**src/rtl/hart_puls_gen.sv**
```systemverilog
// Programmable heartbeat pulse generator: periodic registered beat with run-time
// rate/width reload at beat boundaries, clamping of illegal settings and a beat counter.
module hart_puls_gen #(
    parameter int unsigned      PER_W      = 16,
    parameter logic [PER_W-1:0] DEF_PERIOD = PER_W'(1000),
    parameter logic [7:0]       DEF_WIDTH  = 8'd4
) (
    input  logic             clk,
    input  logic             reset,
    input  logic             en,
    input  logic             load,
    input  logic [PER_W-1:0] period_in,
    input  logic [7:0]       width_in,
    output logic             beat,
    output logic [7:0]       beat_cnt,
    output logic             busy,
    output logic             err
);

    typedef enum logic [1:0] {StIdle, StHigh, StLow} state_t;

    state_t             state_q, state_d;
    logic [PER_W-1:0]   cnt_q, cnt_d;
    logic [PER_W-1:0]   shd_per_q, act_per_q;
    logic [7:0]         shd_wid_q, act_wid_q;
    logic [7:0]         beat_cnt_q;
    logic               beat_q, busy_q, err_q;

    logic [PER_W-1:0]   src_per;
    logic [7:0]         src_wid;
    logic [7:0]         wid_eff;
    logic [PER_W-1:0]   wid_ext;
    logic [PER_W-1:0]   per_eff;
    logic               clamp;
    logic               start;

    // A load on the same edge as a beat start bypasses the shadow registers.
    always_comb begin
        src_per = load ? period_in : shd_per_q;
        src_wid = load ? width_in  : shd_wid_q;
        wid_eff = (src_wid == 8'd0) ? 8'd1 : src_wid;
        wid_ext = PER_W'(wid_eff);
        per_eff = (src_per <= wid_ext) ? wid_ext + PER_W'(1) : src_per;
        clamp   = (src_wid == 8'd0) || (src_per <= wid_ext);
    end

    always_comb begin
        state_d = state_q;
        cnt_d   = cnt_q;
        start   = 1'b0;
        unique case (state_q)
            StIdle: begin
                if (en) begin
                    start = 1'b1;
                end
            end
            StHigh: begin
                if (cnt_q == PER_W'(act_wid_q)) begin
                    if (en) begin
                        state_d = StLow;
                        cnt_d   = cnt_q + PER_W'(1);
                    end else begin
                        state_d = StIdle;
                        cnt_d   = '0;
                    end
                end else begin
                    cnt_d = cnt_q + PER_W'(1);
                end
            end
            StLow: begin
                if (!en) begin
                    state_d = StIdle;
                    cnt_d   = '0;
                end else if (cnt_q == act_per_q) begin
                    start = 1'b1;
                end else begin
                    cnt_d = cnt_q + PER_W'(1);
                end
            end
            default: begin
                state_d = StIdle;
                cnt_d   = '0;
            end
        endcase
        if (start) begin
            state_d = StHigh;
            cnt_d   = PER_W'(1);
        end
    end

    always_ff @(posedge clk or posedge reset) begin
        if (reset) begin
            state_q <= StIdle;
            cnt_q   <= '0;
            beat_q  <= 1'b0;
            busy_q  <= 1'b0;
        end else begin
            state_q <= state_d;
            cnt_q   <= cnt_d;
            beat_q  <= (state_d == StHigh);
            busy_q  <= (state_d != StIdle);
        end
    end

    always_ff @(posedge clk or posedge reset) begin
        if (reset) begin
            shd_per_q <= DEF_PERIOD;
            shd_wid_q <= DEF_WIDTH;
        end else if (load) begin
            shd_per_q <= period_in;
            shd_wid_q <= width_in;
        end
    end

    always_ff @(posedge clk or posedge reset) begin
        if (reset) begin
            act_per_q  <= DEF_PERIOD;
            act_wid_q  <= DEF_WIDTH;
            beat_cnt_q <= 8'd0;
            err_q      <= 1'b0;
        end else if (start) begin
            act_per_q  <= per_eff;
            act_wid_q  <= wid_eff;
            beat_cnt_q <= beat_cnt_q + 8'd1;
            if (clamp) begin
                err_q <= 1'b1;
            end
        end
    end

    assign beat     = beat_q;
    assign busy     = busy_q;
    assign beat_cnt = beat_cnt_q;
    assign err      = err_q;

endmodule
```
**config.mk**
```make
export PLATFORM = sky130hd
export DESIGN_NAME = hart_puls_gen
export DESIGN_NICKNAME = d
export VERILOG_FILES = /design/src/rtl/hart_puls_gen.sv
export SDC_FILE = /design/constraint.sdc
export NUM_CORES = 1
export LEC_CHECK = 0
export CORE_ASPECT_RATIO = 2
export CORE_MARGIN = 8
export CORE_UTILIZATION = 45
export DETAILED_ROUTE_END_ITERATION = 8
export PLACE_DENSITY = 0.61
export SLEW_MARGIN = 20
export SYNTH_ARGS = -nofsm -noshare
export SYNTH_HDL_FRONTEND = slang
export SYNTH_SLANG_ARGS = --single-unit
```
**constraint.sdc**
```tcl
create_clock -name clk -period 5.77 [get_ports clk]
set_input_delay 1.154 -clock clk [delete_from_list [all_inputs] [get_ports clk]]
set_output_delay 1.154 -clock clk [all_outputs]
set_load 0.1 [all_outputs]
```
# == Yosys cells after proc, flatten, opt, wreduce, memory -nomap -nowiden ==
# Index checks and enable logic that the tools add are counted.
# classes
eq_ne,7
bitwise_logic,0
n_mul,0
n_reduce_logical,6
div_mod_pow,0
mux,19
shifts,0
n_addsub,3
magnitude_cmp,1
# op_table
op,n
2-to-1 mux 16 bit,7
case mux 16 bit (3 select lines),1
adder 16 x 1 -> 16 bit (second input constant),1
equality test 16 bit,1
equality test 16 x 8 -> 1 bit,1
<= comparator 16 x 8 -> 1 bit,1
2-to-1 mux 8 bit,2
adder 8 x 1 -> 9 bit (second input constant),1
adder 8 x 1 -> 8 bit (second input constant),1
logical NOT 8 bit,1
2-to-1 mux 2 bit,4
case mux 2 bit (3 select lines),1
equality test 2 x 1 -> 1 bit (second input constant),2
inequality test 4 bit (second input constant),1
AND reduction 2 bit,2
2-to-1 mux 1 bit,3
equality test 2 bit (second input constant),1
logical NOT 2 bit,1
inequality test 2 bit (second input constant),1
case mux 1 bit (2 select lines),1
nonzero test 2 bit,1
logical OR 1 bit,1
# totals
ramBits,0
output_inout_bits,11
input_bits,28
regBits,77
memories,0
latchBits,0
mem_bits_ro,0

# == Logic depth before layout (Yosys ltp) ==
# Gate-level depths: netlist of run 1.
# logic_depth
ltp_word,6
ltp_mapped,12
depth_no_buf,10

# == Worst setup path before layout of run 1 ==
# No wires, ideal clock.
# synth_timing
path_kind,input port to flip-flop
startpoint,input load
endpoint,register act_per_q[4]
path_stages,10
setup_ps,125
arrival_ps,3535
path_slack_ps,2110
t_required_ps,5645
path_cell_list,buf_6 buf_4 buf_2 mux2_2 ha_1 nand4_1 nor2_1 o311ai_1 mux2_2 mux2_2
# synth_via
word_cells_on_any_way,7
classes_between,add/sub (1); order compare (1); mux (4); reduce/logical (1)
# synth_lines
item,line_no,source
"start, declared",11,"input logic load,"
2-to-1 mux 16 bit,n/a,
via src_per[5],29,logic [PER_W-1:0] src_per;
<= comparator 16 x 8 -> 1 bit,43,per_eff = (src_per <= wid_ext) ? wid_ext + PER_W'(1) : src_per;
2-to-1 mux 16 bit,43,
"end signal, assigned",122,act_per_q <= per_eff;
"end, declared",24,"logic [PER_W-1:0] shd_per_q, act_per_q;"
# The timed path passes the listed nets, and every way through them passes these cells.
# A chain may end at the register's enable or synchronous reset.

# == Final worst setup path of run 1 ==
# layout_timing
startpoint,input load
endpoint,register act_per_q[4]
# layout_via
elab_chain_cells,5
word_cells_on_any_way,7
classes_between,add/sub (1); order compare (1); mux (4); reduce/logical (1)
# layout_rtl
item,line_no,source
2-to-1 mux 8 bit *,n/a,
via src_wid[7],30,logic [7:0] src_wid;
logical NOT 8 bit,41,wid_eff = (src_wid == 8'd0) ? 8'd1 : src_wid;
2-to-1 mux 8 bit *,41,
<= comparator 16 x 8 -> 1 bit / adder 8 x 1 -> 9 bit (equally long branches),43,
2-to-1 mux 16 bit *,43,
# Mark *: on every way through the listed nets, which the timed path passes. The rest lies on a longest branch.

==> results of run 1 <==
## layout by cell type (no fill, tap or decap), types with 2 or more instances in the layout
| cell | n |
|---|---|
| sky130_fd_sc_hd__dfrtp_1 | 63 |
| sky130_fd_sc_hd__xnor2_1 | 38 |
| sky130_fd_sc_hd__clkdlybuf4s50_1 | 38 |
| sky130_fd_sc_hd__nor2_1 | 32 |
| sky130_fd_sc_hd__mux2_2 | 27 |
| sky130_fd_sc_hd__nand2_1 | 22 |
| sky130_fd_sc_hd__a21oi_1 | 21 |
| sky130_fd_sc_hd__nand3_1 | 17 |
| sky130_fd_sc_hd__ha_1 | 15 |
| sky130_fd_sc_hd__inv_1 | 14 |
| sky130_fd_sc_hd__dfstp_2 | 14 |
| sky130_fd_sc_hd__nand4_1 | 11 |
| sky130_fd_sc_hd__clkbuf_16 | 9 |
| sky130_fd_sc_hd__nor4_1 | 8 |
| sky130_fd_sc_hd__mux2i_1 | 8 |
| sky130_fd_sc_hd__xor2_1 | 7 |
| sky130_fd_sc_hd__nor3_1 | 7 |
| sky130_fd_sc_hd__and3_1 | 7 |
| sky130_fd_sc_hd__o21ai_0 | 6 |
| sky130_fd_sc_hd__nand3b_1 | 5 |
| sky130_fd_sc_hd__clkbuf_1 | 5 |
| sky130_fd_sc_hd__a31oi_1 | 4 |
| sky130_fd_sc_hd__buf_4 | 4 |
| sky130_fd_sc_hd__nor4_2 | 3 |
| sky130_fd_sc_hd__and2_1 | 3 |
| sky130_fd_sc_hd__nor2b_1 | 3 |
| sky130_fd_sc_hd__o211ai_1 | 3 |
| sky130_fd_sc_hd__mux2_4 | 3 |
| sky130_fd_sc_hd__a31o_2 | 2 |
| sky130_fd_sc_hd__mux2i_2 | 2 |
| sky130_fd_sc_hd__a221oi_1 | 2 |
## cells by family (layout without fill, tap and decap cells)
group / Yosys count / count (layout) / synth area share
simple gates: 124 / 124 / 0.158
flops: 77 / 77 / 0.466
compound gates: 51 / 51 / 0.0789
xor+xnor: 45 / 45 / 0.0945
mux: 40 / 40 / 0.110
buf+inv: 37 / 74 / 0.0474
fa+ha+maj: 15 / 15 / 0.0450
## per-layer routing
metal | vias up | global-route usage | share of wire
met2 | 72 | 0.288 | 0.56
li1 | 1436 | - | -
met3 | 19 | 0.0353 | 0.046
met5 | - | 0 | 0
met4 | 0 | 0.0779 | 0.027
met1 | 1491 | 0.164 | 0.37
## power breakdown
part | switching (uW) | total [uW] | internal [uW]
logic | 484 | 770 | 286
clock network | 211 | 515 | 304
registers | 109 | 807 | 698
total | 805 | 2090 | 1290
## state kept, by name (all words and copies together) (netlist names), 2 cells and up
register,cells
act_per_q,16
beat_cnt,8
shd_per_q,16
act_wid_q,8
cnt_q,16
state_q,2
shd_wid_q,8
## worst max-delay path: stages
cell                              delay (ns)
sky130_fd_sc_hd__clkdlybuf4s50_1        1.15
sky130_fd_sc_hd__mux2_2                 0.45
sky130_fd_sc_hd__inv_1                  0.12
sky130_fd_sc_hd__ha_1                   0.27
sky130_fd_sc_hd__nand4_1                0.17
sky130_fd_sc_hd__nor2_1                 0.07
sky130_fd_sc_hd__o311ai_1               0.27
sky130_fd_sc_hd__buf_4                  0.25
sky130_fd_sc_hd__mux2_2                 0.35
sky130_fd_sc_hd__mux2_2                 0.26
## metrics by stage
step | instances | instance area, um^2
4_1_cts | 528 | 4840
6_report | 528 | 4840
3_3_place_gp | 512 | 4570
5_1_grt | 528 | 4840
2_1_floorplan | 389 | 4170
3_5_place_dp | 512 | 4580
## worst paths after layout
kind                            depth (start not counted)  startpoint      endpoint
worst max-delay path                                   10        load  act_per_q[4]
worst min-delay path                                    1         err           err
worst max register to register                          6    cnt_q[6]  act_per_q[4]
worst min register to register                          1         err           err
max in group asynchronous                               3       reset  act_per_q[8]
min in group asynchronous                               2       reset     cnt_q[13]
## final cells by class
class	instances	area (um^2)	area share
Timing Repair Buffer	42	410	0.0847
Sequential cell	77	1940	0.401
Clock inverter	1	7.51	0.00155
Inverter	16	61.3	0.0127
Tap cell	102	128	0.0263
Multi-Input combinational cell	275	2030	0.420
Clock buffer	15	258	0.0532
==> summary.txt, run 1 <==
Outcome
  • Outcome: finished, final reports clean

Final layout
  • Synthesis-to-layout area growth: 16.1%
  • Final standard cell utilization of the core: 0.537
  • Fraction of final layout cells sized beyond drive strength 1: 0.174
  • # nets final: 464
  • Filler Cells Inserted: 840
  • Number of antenna cells inserted: 0

Route
  • Number of iterations in the first detailed-routing pass: 5
  • Count of routing violations after the opening detailed-route iteration: 120
  • Via count: 3,018
  • Antenna-violating nets left: 0
  • Final wirelength: 9630 um
  • Count of unresolved DRC violations after routing: 0
  • Avg Vias per Cell: 5.72
  • Average wire per standard cell: 18.2 um

Critical path
  • Critical path launch point type: input pin
  • Minimum setup slack among reg-to-reg paths: 2.94 ns
  • Crit path arrival time: 4.53 ns
  • Element type at the critical path end: flip-flop
  • Critical path peak fanout: 20
  • Data required, critical path: 5.99 ns
  • Kind of critical path: in2reg

GRT
  • Vias in the first global route: 3,226
  • Largest net degree at the start of global routing: 49
  • Total congestion overflow after global routing: 0
  • Antenna violations before repair: 0
  • Global-route wire length before repair: 16,300 um
  • All-layer global routing usage: 0.159

Timing
  • Max transition margin: 0.311
  • Post-route minimum period: 4.31 ns
  • Setup repair after global routing missed its margin: false
  • Worst-case hold slack: 0.455 ns
  • Final Hold Fails: 0
  • Maximum clock frequency: 232 MHz
  • Fin Setup TNS: 0 ns
  • Slew Limit Fails: 0
  • Post-route worst setup slack: 1.46 ns
  • Clock Skew: 0.00635 ns
  • Slew @ Worst Pin: 1.03 ns
  • Final critical-path share of the clock period: 0.747
  • Finish-stage setup viols: 0

Place
  • GP Congestion: 0.863
  • Count of buffers inserted at the top-level ports: 38
  • Total half-perimeter wirelength after legalization and detailed placement: 7150 um
  • Setup slack at placement: 1.09 ns

Logic synthesis
  • Synthesized area: 4170 um^2
  • Count of different cell masters after synthesis: 51
  • Largest area contributor in the netlist: sky130_fd_sc_hd__dfrtp_1
  • Async set-reset flop share out of synthesis: 1.00
  • Post-synth top flop: sky130_fd_sc_hd__dfrtp_1
  • Yosys warning total: 0
  • Sequential cell area fraction in the yosys report: 0.466
  • Net count after synthesis: 432
  • Number of synthesized register bits: 77
  • Synthesized instance count: 389
  • Synth top cells by count: sky130_fd_sc_hd__dfrtp_1, sky130_fd_sc_hd__xnor2_1, sky130_fd_sc_hd__nor2_1, sky130_fd_sc_hd__mux2_2, sky130_fd_sc_hd__nand2_1
  • Count of flip-flops with a built-in enable after synthesis: 0
  • Most frequent cell after synthesis: sky130_fd_sc_hd__dfrtp_1
  • Top-area cell type share of the netlist area: 0.378
  • Top area cells in the synthesized netlist: sky130_fd_sc_hd__dfrtp_1, sky130_fd_sc_hd__dfstp_2, sky130_fd_sc_hd__xnor2_1
  • Average instance area after synthesis: 10.7 um^2

Die
  • Effective utilization at floorplan: 0.463
  • Row Count: 49
  • Die Wd: 84.1 um
  • Y dimension of the die: 152 um
  • Boundary pin count: 39
  • Total Die Area: 12,800 um^2
  • Placeable core region: 9010 um^2

Hold path
  • Type of the most critical hold path: reg2reg

Clock tree
  • Post-cts hold buffer count: 0
  • TritonCTS Buffers: 9
  • TritonCTS clock tree: built
  • Clk sink count: 77
  • Root buffer cell: sky130_fd_sc_hd__clkbuf_16
  • Number of setup buffers added after CTS: 0
  • Gates resized, CTS repair: 0
  • Clock insertion delay at the later pin of the skew report: 0.34 ns
  • Clk buf depth: 2
  • Depth of the CTS H-tree: 3
  • Reg clk slew, reported paths: 0.05 ns

Power and ir drop
  • Leak Pwr: 0.00199 uW
  • Power density over the cells: 432 nW/um^2
  • Worst VDD drop: 0.200 mV
  • Overall power: 2090 uW

Flow run
  • Max Cap Viol: 0
(Power assumes the default switching activity.)
==> run 2, diff against run 1 <==
PLACE_DENSITY = 0.64   (was 0.61)
clock period = 3.8 ns   (was 5.77 ns; I/O delays follow)
==> run 2 against run 1 <==
Against the previous run: sequential share of layout area is 0.89 points lower; first-iteration DRC count grew 110%; critical endpoint is now act_per_q[0]; clock power grew 65%; die area is the same; clock skew shrank 0.0015 ns; clock-buffer cell count is 3 lower; utilization grew 1.2 points; final area grew 2.3%; final cell count is 1.5% higher; non-clock buffer count is 8 higher; total power increased by 57%.
==> summary.txt, run 2 (synthesis gave the netlist of run 1 again) <==
Critical path
  • Buffering stage count on the worst path with inverters included: 3 (unchanged)
  • Slowest stage cell on the critical path: sky130_fd_sc_hd__clkdlybuf4s50_1
  • Critical path peak fanout: 31 (+55%)
  • Kind of critical path: in2reg
  • Data required, critical path: 4.07 ns (-1.92 ns)
  • Stage delay of the slowest cell on the critical path: 0.50 ns (-0.65 ns)
  • Worst reg2reg path startpoint: shd_wid_q[3]
  • Critical path launch point type: input pin
  • Crit path arrival time: 3.58 ns (-0.95 ns)
  • Cell-by-cell trace of the critical path: clkdlybuf4s50_1 > buf_12 > mux2_2 > nand3b_4 > ha_1 > nand4_1 > nor2_1 > o311ai_1 > buf_4 > mux2_4 > a21oi_2
  • Top cell family by delay on the critical path: buffers and inverters
  • Critical path launch point: load
  • Element type at the critical path end: flip-flop

GRT
  • Total congestion overflow after global routing: 0 (unchanged)
  • Antenna violations before repair: 0 (unchanged)
  • Vias in the first global route: 3,237 (+0.34%)
  • All-layer global routing usage: 0.159 (-0.000168)
  • Global-route wire length before repair: 16,300 um (about the same)
  • Largest net degree at the start of global routing: 78 (+59%)

Route
  • Final wirelength: 9590 um (-0.47%)
  • Count of unresolved DRC violations after routing: 0 (unchanged)
  • Antenna-violating nets left: 0 (unchanged)
  • Avg Vias per Cell: 5.56 (-2.7%)
  • Average wire per standard cell: 17.9 um (-2.0%)
  • Number of iterations in the first detailed-routing pass: 4 (-1)
  • Via count: 2,980 (-1.3%)
  • Count of routing violations after the opening detailed-route iteration: 249 (+110%)

Timing
  • Setup repair after global routing missed its margin: false
  • Max transition margin: 0.349 (+0.0381)
  • Post-route minimum period: 3.31 ns
  • Final critical-path share of the clock period: 0.872
  • Slew Limit Fails: 0 (unchanged)
  • Clock Skew: 0.00488 ns (-0.00147 ns)
  • Finish-stage setup viols: 0 (unchanged)
  • Maximum clock frequency: 302 MHz
  • Fin Setup TNS: 0 ns (unchanged)
  • Slew @ Worst Pin: 0.973 ns (-0.0570 ns)
  • Final Hold Fails: 0 (unchanged)

Clock tree
  • Clk sink count: 77 (unchanged)
  • Clk buf depth: 2 (unchanged)
  • TritonCTS clock tree: built
  • Gates resized, CTS repair: 0 (unchanged)
  • Reg clk slew, reported paths: 0.06 ns (about the same)
  • Clock insertion delay at the later pin of the skew report: 0.34 ns (about the same)
  • Number of setup buffers added after CTS: 0 (unchanged)
  • Post-cts hold buffer count: 0 (unchanged)
  • Root buffer cell: sky130_fd_sc_hd__clkbuf_16
  • TritonCTS Buffers: 9 (unchanged)
  • Depth of the CTS H-tree: 3 (unchanged)

Final layout
  • Filler Cells Inserted: 791 (-5.8%)
  • Number of antenna cells inserted: 0 (unchanged)
  • Largest registers in the final layout: act_per_q (16), cnt_q (16), shd_per_q (16)
  • Combined flip-flop and latch cell area: 1940 um^2 (unchanged)
  • Synthesis-to-layout area growth: 18.8%
  • Top library cells by usage in the layout, fill and taps aside: sky130_fd_sc_hd__dfrtp_1, sky130_fd_sc_hd__xnor2_1, sky130_fd_sc_hd__clkdlybuf4s50_1, sky130_fd_sc_hd__nor2_1, sky130_fd_sc_hd__mux2_2
  • Final standard cell utilization of the core: 0.550 (+0.0122)
  • Fraction of final layout cells sized beyond drive strength 1: 0.194 (+0.0198)
  • Final standard cell count with taps included and fillers excluded: 536 (+1.5%)
  • # nets final: 472 (+1.7%)
  • Combined area of the multi-input logic cells: 2030 um^2 (-0.31%)
  • Leading cell type in the layout, fill and taps excluded: sky130_fd_sc_hd__dfrtp_1

Power and ir drop
  • Overall power: 3280 uW (+57%)
  • Leak Pwr: 0.00206 uW (+3.3%)
  • Power density over the cells: 663 nW/um^2 (+53%)
  • Worst VDD drop: 0.412 mV (+110%)

Die
  • Effective utilization at floorplan: 0.463 (unchanged)
  • Placeable core region: 9010 um^2 (unchanged)
  • Y dimension of the die: 152 um (unchanged)
  • Die Wd: 84.1 um (unchanged)
  • Total Die Area: 12,800 um^2 (unchanged)
  • Boundary pin count: 39 (unchanged)
  • Row Count: 49 (unchanged)

Place
  • Total half-perimeter wirelength after legalization and detailed placement: 7160 um (about the same)
  • GP Congestion: 0.916 (+6.2%)
  • Count of buffers inserted at the top-level ports: 38 (unchanged)
  • Placed instance count: 520 (+1.6%)

Hold path
  • Type of the most critical hold path: reg2reg
  • Worst Min Path Start: err

Outcome
  • Outcome: finished, final reports clean

Flow run
  • Max Cap Viol: 0 (unchanged)
run 2: final timing paths:
kind                       slack (ns)            to  cells after the start
setup / recovery                 0.49  act_per_q[0]                     11
hold / removal                   0.46           err                      1
setup reg to reg                 1.18  act_per_q[0]                     10
hold reg to reg                  0.46           err                      1
max in group asynchronous        2.36      cnt_q[1]                      3
min in group asynchronous        0.90   beat_cnt[2]                      3
run 2: report_power, final:
group / internal [uW] / total, uW / switching, uW
Combinational: 460 / 1200 / 745
Sequential: 1060 / 1230 / 168
Clock: 524 / 852 / 328
run 2: area by class of cell:
cell class	count	share of cell area
well taps	102	0.0258
flip-flops and latches	77	0.393
clock buffers	12	0.0498
multi-input cells	275	0.409
clock inverters	4	0.00960
repair buffers	50	0.101
inverters	16	0.0121
run 2: layer usage:
layer	GRT usage	routed length, um	vias to the layer above
li1	-	-	1449
met1	0.169	3660	1444
met2	0.282	5270	64
met3	0.0209	253	23
met4	0.100	407	0
met5	0	0	-
run 2: worst register-to-register path: stages, from the launching register on:
cell and delay [ns]:
sky130_fd_sc_hd__dfrtp_1 0.38, sky130_fd_sc_hd__nor4_1 0.35, sky130_fd_sc_hd__nand3b_1 0.20, sky130_fd_sc_hd__nand3b_4 0.16, sky130_fd_sc_hd__ha_1 0.24, sky130_fd_sc_hd__nand4_1 0.11, sky130_fd_sc_hd__nor2_1 0.05, sky130_fd_sc_hd__o311ai_1 0.35
sky130_fd_sc_hd__buf_4 0.27, sky130_fd_sc_hd__mux2_4 0.32, sky130_fd_sc_hd__a21oi_2 0.12
run 2: through the flow:
step                setup WS, ns  hold WS (ns)  cell area, um^2
CTS                        0.498         0.465             4950
floorplan                  0.534         0.472             4170
global placement           0.190         0.445             4660
finish                     0.486         0.459             4950
global route               0.261         0.495             4950
detailed placement         0.149         0.452             4660
==> run 3, diff against run 2 <==
CTS_CLUSTER_DIAMETER = 150   (was unset)
GPL_ROUTABILITY_DRIVEN = 0   (was unset)
==> results of run 3 <==
Same layout as run 2: the final DEF is identical, and so are final timing and power.
